--- config.mk ---
export PLATFORM = sky130hd
export DESIGN_NAME = softmax_output_collector_flat
export DESIGN_NICKNAME = d
export VERILOG_FILES = /design/src/rtl/softmax_output_collector_if.sv /design/src/rtl/softmax_output_collector.sv /design/src/flat_wrapper.sv
export SDC_FILE = /design/constraint.sdc
export NUM_CORES = 1
export LEC_CHECK = 0
export ABC_CLOCK_PERIOD_IN_PS = 8650
export CORE_MARGIN = 3
export CORE_UTILIZATION = 55
export CTS_CLUSTER_DIAMETER = 30
export DETAILED_ROUTE_END_ITERATION = 7
export PLACE_DENSITY_LB_ADDON = 0.25
export SKIP_CTS_REPAIR_TIMING = 1
export SLEW_MARGIN = 20
export SYNTH_ARGS = -nofsm -noshare
export SYNTH_HDL_FRONTEND = slang
export SYNTH_SLANG_ARGS = --single-unit
export TNS_END_PERCENT = 50
--- constraint.sdc ---
create_clock -name clock_i -period 8.65 [get_ports clock_i]
set_clock_uncertainty 0.1 [all_clocks]
set_input_delay 1.73 -clock clock_i [delete_from_list [all_inputs] [get_ports clock_i]]
set_output_delay 1.73 -clock clock_i [all_outputs]
set_load 0.005 [all_outputs]
--- src/rtl/softmax_output_collector_if.sv ---
// Bundle of the result stream, control and read-port signals for the softmax output collector.
// The slave side is the collector; the master side is the sequencer/software that feeds and reads it.
interface softmax_output_collector_if #(
  parameter int unsigned data_size      = 32,
  parameter int unsigned number_of_data = 10
);
  localparam int unsigned IW = ($clog2(number_of_data) > 1) ? $clog2(number_of_data) : 1;
  localparam int unsigned CW = $clog2(number_of_data + 1);

  logic                 exp_2_data_valid_i;
  logic [data_size-1:0] exp_2_data_i;
  logic                 clear_i;
  logic [IW-1:0]        rd_addr_i;
  logic [data_size-1:0] rd_data_o;
  logic [CW-1:0]        count_o;
  logic                 done_o;
  logic [data_size-1:0] max_data_o;
  logic [IW-1:0]        max_index_o;
  logic                 overflow_o;

  modport master (
    output exp_2_data_valid_i, exp_2_data_i, clear_i, rd_addr_i,
    input  rd_data_o, count_o, done_o, max_data_o, max_index_o, overflow_o
  );

  modport slave (
    input  exp_2_data_valid_i, exp_2_data_i, clear_i, rd_addr_i,
    output rd_data_o, count_o, done_o, max_data_o, max_index_o, overflow_o
  );
endinterface

--- src/rtl/softmax_output_collector.sv ---
// Captures one frame of softmax results, tracks the argmax and serves the frame through a
// registered read port until re-armed by clear.
module softmax_output_collector #(
  parameter int unsigned data_size      = 32,
  parameter int unsigned number_of_data = 10
) (
  input  logic                          clock_i,
  input  logic                          reset_i,
  softmax_output_collector_if.slave     bus
);
  localparam int unsigned IW = ($clog2(number_of_data) > 1) ? $clog2(number_of_data) : 1;
  localparam int unsigned CW = $clog2(number_of_data + 1);

  typedef enum logic [0:0] {StCollect, StDone} state_e;

  state_e               state_q, state_d;
  logic [CW-1:0]        count_q, count_d;
  logic                 done_q, done_d;
  logic                 overflow_q, overflow_d;
  logic [data_size-1:0] max_data_q, max_data_d;
  logic [IW-1:0]        max_index_q, max_index_d;
  logic [data_size-1:0] rd_data_q, rd_data_d;
  logic                 wr_en;

  logic [data_size-1:0] mem_q [number_of_data];

  // IEEE-754 a > b on raw bits; NaN/denormals deliberately follow the plain bit ordering.
  function automatic logic fp_gt(input logic [data_size-1:0] a, input logic [data_size-1:0] b);
    logic sa, sb;
    sa = a[data_size-1];
    sb = b[data_size-1];
    if (sa != sb) begin
      return sb;
    end else if (!sa) begin
      return a[data_size-2:0] > b[data_size-2:0];
    end else begin
      return a[data_size-2:0] < b[data_size-2:0];
    end
  endfunction

  // Next-state: clear beats a same-cycle valid; beats in StDone only raise overflow.
  always_comb begin
    state_d     = state_q;
    count_d     = count_q;
    done_d      = done_q;
    overflow_d  = overflow_q;
    max_data_d  = max_data_q;
    max_index_d = max_index_q;
    wr_en       = 1'b0;
    if (bus.clear_i) begin
      state_d     = StCollect;
      count_d     = '0;
      done_d      = 1'b0;
      overflow_d  = 1'b0;
      max_data_d  = '0;
      max_index_d = '0;
    end else if (bus.exp_2_data_valid_i) begin
      unique case (state_q)
        StCollect: begin
          wr_en   = 1'b1;
          count_d = count_q + CW'(1);
          // Strict compare keeps the earliest index on ties.
          if (count_q == '0 || fp_gt(bus.exp_2_data_i, max_data_q)) begin
            max_data_d  = bus.exp_2_data_i;
            max_index_d = count_q[IW-1:0];
          end
          if (count_q == CW'(number_of_data - 1)) begin
            state_d = StDone;
            done_d  = 1'b1;
          end
        end
        StDone: begin
          overflow_d = 1'b1;
        end
        default: begin
          state_d = StCollect;
        end
      endcase
    end
  end

  // Read mux: out-of-range addresses return zero; reads see pre-write contents.
  always_comb begin
    rd_data_d = '0;
    if (32'(bus.rd_addr_i) < number_of_data) begin
      rd_data_d = mem_q[bus.rd_addr_i];
    end
  end

  // FSM and registered outputs.
  always_ff @(posedge clock_i or posedge reset_i) begin
    if (reset_i) begin
      state_q     <= StCollect;
      count_q     <= '0;
      done_q      <= 1'b0;
      overflow_q  <= 1'b0;
      max_data_q  <= '0;
      max_index_q <= '0;
      rd_data_q   <= '0;
    end else begin
      state_q     <= state_d;
      count_q     <= count_d;
      done_q      <= done_d;
      overflow_q  <= overflow_d;
      max_data_q  <= max_data_d;
      max_index_q <= max_index_d;
      rd_data_q   <= rd_data_d;
    end
  end

  // Frame buffer write; contents are intentionally not reset.
  always_ff @(posedge clock_i) begin
    if (wr_en) begin
      mem_q[count_q[IW-1:0]] <= bus.exp_2_data_i;
    end
  end

  assign bus.rd_data_o   = rd_data_q;
  assign bus.count_o     = count_q;
  assign bus.done_o      = done_q;
  assign bus.overflow_o  = overflow_q;
  assign bus.max_data_o  = max_data_q;
  assign bus.max_index_o = max_index_q;
endmodule
--- src/flat_wrapper.sv ---
// flat-port wrapper written by rule: the top's interface ports become plain ports
module softmax_output_collector_flat 
#(
  parameter int unsigned data_size      = 32,
  parameter int unsigned number_of_data = 10
)
  (clock_i, reset_i, bus_exp_2_data_valid_i, bus_exp_2_data_i, bus_clear_i, bus_rd_addr_i, bus_rd_data_o, bus_count_o, bus_done_o, bus_max_data_o, bus_max_index_o, bus_overflow_o);
  softmax_output_collector_if #(.data_size(data_size), .number_of_data(number_of_data)) bus_i ();
  input  logic clock_i;
  input  logic reset_i;
  input wire logic [$bits(bus_i.exp_2_data_valid_i)-1:0] bus_exp_2_data_valid_i;
  input wire logic [$bits(bus_i.exp_2_data_i)-1:0] bus_exp_2_data_i;
  input wire logic [$bits(bus_i.clear_i)-1:0] bus_clear_i;
  input wire logic [$bits(bus_i.rd_addr_i)-1:0] bus_rd_addr_i;
  output wire logic [$bits(bus_i.rd_data_o)-1:0] bus_rd_data_o;
  output wire logic [$bits(bus_i.count_o)-1:0] bus_count_o;
  output wire logic [$bits(bus_i.done_o)-1:0] bus_done_o;
  output wire logic [$bits(bus_i.max_data_o)-1:0] bus_max_data_o;
  output wire logic [$bits(bus_i.max_index_o)-1:0] bus_max_index_o;
  output wire logic [$bits(bus_i.overflow_o)-1:0] bus_overflow_o;
  assign bus_i.exp_2_data_valid_i = bus_exp_2_data_valid_i;
  assign bus_i.exp_2_data_i = bus_exp_2_data_i;
  assign bus_i.clear_i = bus_clear_i;
  assign bus_i.rd_addr_i = bus_rd_addr_i;
  assign bus_rd_data_o = bus_i.rd_data_o;
  assign bus_count_o = bus_i.count_o;
  assign bus_done_o = bus_i.done_o;
  assign bus_max_data_o = bus_i.max_data_o;
  assign bus_max_index_o = bus_i.max_index_o;
  assign bus_overflow_o = bus_i.overflow_o;
  softmax_output_collector #(.data_size(data_size), .number_of_data(number_of_data)) u_core (.clock_i(clock_i), .reset_i(reset_i), .bus(bus_i));
endmodule
## Word-level counts from Yosys, hierarchy flattened

Memory sizes are Yosys's and may differ from the RTL's.
Index checks and enable logic that the tools add are counted.
Widths: inputs -> output; s select.

- Input bits: 40
- Register bits: 75
- Word-level logic and storage cells: 58
- Bits in writable memories: 320
- Memories kept: 1
- Memory bits (read-only): 0
- Bits in latches: 0
- Output and inout bits: 74

Memories:

| name | words | bits a word | read ports | clocked after Yosys merged registers in | write ports | line | text |
|---|---|---|---|---|---|---|---|
| u_core.mem_q | 10 | 32 | 1 | 0 | 1 | softmax_output_collector.sv:25 | `logic [data_size-1:0] mem_q [number_of_data];` |

- Add/sub/neg operators: 1
- Eq/ne operators: 3
- Muxes and demuxes: 33
- Bitwise logic cells: 0
- Shifts and indexed selects: 0
- Order comparisons: 3
- Div/mod/pow operators: 0
- $mul: 0
- Reduce and logical (&&, ||, !) cells: 10

Operator list:

| cell | number |
|---|---|
| $mux 32 | 5 |
| $gt 31x31->1 | 1 |
| $lt 31x31->1 | 1 |
| $mux 4 | 7 |
| $mux 1 | 21 |
| $reduce_bool 2->1 | 4 |
| $reduce_and 3->1 | 2 |
| $add 4x1->4 const B | 1 |
| $eq 4x4->1 const B | 1 |
| $logic_not 4->1 | 1 |
| $lt 4x4->1 const B | 1 |
| $reduce_and 2->1 | 2 |
| $ne 2x2->1 const B | 1 |
| $logic_or 1x1->1 | 1 |
| $ne 1x1->1 | 1 |

## Longest topological paths before layout

- Word-level depth: 11
- Gate-level depth with buffers: 11
- Gate-level depth less buffers: 9

## Worst setup path after synthesis

No wires, ideal clock.

- Path kind: input -> register
- Start: input bus_exp_2_data_i[24]
- End: register u_core.max_data_q[10] (netlist: u_core.bus.max_data_o[10])
- Data arrival time: 4,004 ps
- Cell stages on the path: 10
- Setup slack: 4,425 ps
- Library setup time: 122 ps
- Cells stage by stage: ha_1 a21oi_2 o211ai_2 or4_4 a21o_1 o21a_4 or3_4 buf_6 buf_6 a32o_1

- Longest elaborated chain between the ends: 9

RTL lines:

| item | line | text |
|---|---|---|
| start: declaration | flat_wrapper.sv:12 | `input wire logic [$bits(bus_i.exp_2_data_i)-1:0] bus_exp_2_data_i;` |
| $gt 31x31->1 or $lt 31x31->1 (tied branches) | softmax_output_collector.sv:35, softmax_output_collector.sv:37 |  |
| $mux 1 * | softmax_output_collector.sv:34 | `end else if (!sa) begin` |
| $mux 1 * | softmax_output_collector.sv:32 | `if (sa != sb) begin` |
| $mux 1 * | softmax_output_collector.sv:58 | `unique case (state_q)` |
| $mux 1 * | softmax_output_collector.sv:57 | `end else if (bus.exp_2_data_valid_i) begin` |
| $mux 1 * | softmax_output_collector.sv:50 | `if (bus.clear_i) begin` |
| $logic_or 1x1->1 * | softmax_output_collector.sv:63 | `if (count_q == '0 \|\| fp_gt(bus.exp_2_data_i, max_data_q)) begin` |
| $reduce_bool 2->1 (no line) * | n/a |  |
| $reduce_and 3->1 (no line) * | n/a |  |
| end signal: assignment | softmax_output_collector.sv:105 | `max_data_q <= max_data_d;` |
| end: declaration | softmax_output_collector.sv:20 | `logic [data_size-1:0] max_data_q, max_data_d;` |

Every way passes the cells marked *; elsewhere a longest branch is shown, timed or not. The select of a mux whose other input is x is not followed.
A chain may end at the register's enable or synchronous reset.

## Worst setup path after layout

- Start: input bus_exp_2_data_i[27]
- End: register u_core.max_data_q[23] (netlist: u_core.bus.max_data_o[23])

Same word-level chain as after synthesis.

==> flow_summary.json <==
{
  "max-cap-violations": 0,
  "ys_types": 45,
  "max_slew_margin": 0.265,
  "rows": 61,
  "synth_fp_nets": 944,
  "yosys_register_bits": 395,
  "grt_start_max_net_pins": 65,
  "grt.overflow.total": 0,
  "slowest_delay_ns": 0.65,
  "critical-path-slowest-cell": "clkdlybuf4s50_1",
  "path_max_fanout": 24,
  "syn2layout_area_growth_pct": 24.7,
  "antenna_cells": 0,
  "async_flop_share": 0.190,
  "top_layer": "met4",
  "p_leak_nw": 6.89,
  "fin_crit_ns": 4.62,
  "grt_setup_unrepaired": "false",
  "synth_top_area_frac": 0.613,
  "start_util": 0.561,
  "dp_hpwl_um": 19000,
  "seq_area_sq_um": 11500,
  "yosys_warnings": 0,
  "multi_input_area_sq_um": 3870,
  "numCtsBuffers": 72,
  "fin_area_sq_um": 19600,
  "totalPowerFinal_w": 0.00511,
  "worstPathRequired_ns": 8.97,
  "report.final.slew_viol_count": 0,
  "drive_gt1_frac": 0.229,
  "synth_cells": 869,
  "drc_errors": 0,
  "dr_wl_met2_um": 16800,
  "cp_cell_sequence": "clkdlybuf4s50_1 > ha_1 > nand2_1 > nor4_1 > nand4_1 > a31o_2 > a21o_1 > or3_4 > a32o_1",
  "synth_area_per_cell_sq_um": 18.0,
  "cellPowerDensity_nw_per_um2": 261,
  "num_vias": 8842,
  "cp-start-kind": "input pin",
  "drt_iter0_drc": 885,
  "setup.worst_path.end_class": "flip-flop",
  "die_h_um": 175,
  "grtUsageTotal": 0.238,
  "postRouteAntennaNets": 0,
  "layout.nets": 1096,
  "synth_most_common_cell": "edfxtp_1",
  "final_util": 0.700,
  "fill_cells": 1773,
  "antenna_found_initial": 0,
  "cts_tree": "yes",
  "grt_first_pass_wirelength_um": 55000,
  "io_buffers": 113,
  "ir_drop_uv": 200,
  "io-pin-count": 114,
  "ys_seq_area_frac": 0.733,
  "htreeDepth": 3,
  "cts.clk_slew.worst_paths_ns": 0.05,
  "period_share": 0.534,
  "hold_class": "flip-flop to flip-flop",
  "synth-main-ff-cell": "edfxtp_1",
  "synth_common_cells": "320 x edfxtp_1, 75 x dfrtp_1, 64 x mux4_2, 53 x nand2_1, 41 x a21oi_1",
  "syn_area_sq_um": 15700,
  "worstMarginPinSlew_ns": 1.10,
  "finalHoldViolations": 0,
  "finalWirelength_um": 35400,
  "wl_met1_um": 14300,
  "timing.fmax_ghz": 0.216,
  "coreArea_sq_um": 27900,
  "arrival_ns": 4.94,
  "synth_edf_count": 320,
  "vias_per_cell": 6.07,
  "routabilityCongestion": 0.853,
  "die_area_sq_um": 30600,
  "status": "finished, final reports clean",
  "holdWs_ns": 0.403,
  "cts_sinks": 395,
  "clkLatencyLatePin_ns": 0.55,
  "wire_per_inst_um": 24.3,
  "crit_type": "input pin to flip-flop",
  "die_w_um": 175,
  "yosysTopAreaCell": "edfxtp_1",
  "root_buffer": "clkbuf_16",
  "met3WireLength_um": 3380,
  "fin_setup_tns_ns": 0,
  "clk_path_buf_depth": 3,
  "placed_area_sq_um": 17200,
  "grt_pass1_vias": 9392,
  "dr.pass1.iters": 5,
  "finalSetupViolCount": 0,
  "synth_area_leaders": "edfxtp_1 61%, dfrtp_1 12%, mux4_2 9.2%"
}
-- layout by cell type, fill, tap and decap left out, drive strengths merged, types with 3 or more instances in the layout --
cell,synthesis,layout
a211oi,3,3
a21o,7,7
a21oi,42,42
a221oi,32,32
a32o,24,24
and2,4,4
and3,7,7
buf,9,17
bufinv,0,4
clkbuf,40,93
clkdlybuf4s50,0,110
clkinv,0,24
clkinvlp,0,5
dfrtp,75,75
edfxtp,320,320
ha,35,35
inv,37,42
mux2,32,32
mux4,64,64
nand2,53,53
nand3,10,10
nand4,14,14
nor2,17,17
o211ai,8,8
o21ai,9,9
-- layout make-up --
class                           instances  area share
Clock buffer                           93       0.100
Clock inverter                         38      0.0193
Inverter                               37     0.00717
Multi-Input combinational cell        388       0.198
Sequential cell                       395       0.587
Tap cell                              378      0.0242
Timing Repair Buffer                  127      0.0636
-- worst paths after layout --
| path | startpoint | endpoint | slack, ns | depth (start not counted) |
|---|---|---|---|---|
| max in group asynchronous | reset_i | u_core.bus.count_o[1] | 5.90 | 3 |
| max reg2reg | u_core.bus.max_data_o[20] | u_core.bus.max_data_o[23] | 5.48 | 9 |
| min in group asynchronous | reset_i | u_core.bus.rd_data_o[14] | 1.39 | 2 |
| min | u_core.bus.overflow_o | u_core.bus.overflow_o | 0.40 | 2 |
| min reg2reg | u_core.bus.overflow_o | u_core.bus.overflow_o | 0.40 | 2 |
| max | bus_exp_2_data_i[27] | u_core.bus.max_data_o[23] | 4.03 | 9 |
-- critical path, delay by kind of cell --
family / cells / cell delay [ns]
AOI/OAI and AO/OA: 3 / 0.84
and+or+nand+nor: 4 / 1.23
buffers and inverters: 1 / 0.65
adders and majority gates: 1 / 0.47
-- where the power goes --
| part | total, W | internal (W) | leakage (nW) | switching (W) |
|---|---|---|---|---|
| registers | 0.00214 | 0.00211 | 3.85 | 0.0000267 |
| clock network | 0.00265 | 0.00173 | 1.14 | 0.000922 |
| logic | 0.000324 | 0.000150 | 1.90 | 0.000174 |
| total | 0.00511 | 0.00399 | 6.89 | 0.00112 |
-- state kept, by name, summed over array words and instances (netlist names) --
name,cells
u_core.bus.count_o,4
u_core.mem_q,320
u_core.bus.rd_data_o,32
u_core.bus.done_o,1
u_core.bus.max_index_o,4
u_core.state_q,1
u_core.bus.overflow_o,1
u_core.bus.max_data_o,32
-- stage by stage --
stage,cells,setup slack (ns)
after floorplan,869,4.42
after global placement,1324,3.49
after detailed placement,1324,3.54
after CTS,1455,4.09
after global routing,1456,3.86
final,1456,4.03
-- layer usage --
metal	global-route usage	up-vias
li1	-	3811
met1	0.334	4507
met2	0.370	452
met3	0.0600	72
met4	0.0864	0
met5	0	-
-- kinds of logic (layout without fill, tap and decap cells) --
kind of cell,Yosys count,in the layout,synth area share
AOI/OAI and AO/OA,137,137,0.0650
xor gates and xnor gates,3,3,0.00168
adders and majority gates,35,35,0.0279
buffers and inverters,86,295,0.0221
DFF,395,395,0.733
muxes,96,96,0.115
and+or+nand+nor,117,117,0.0358
(Power assumes the default switching activity.)
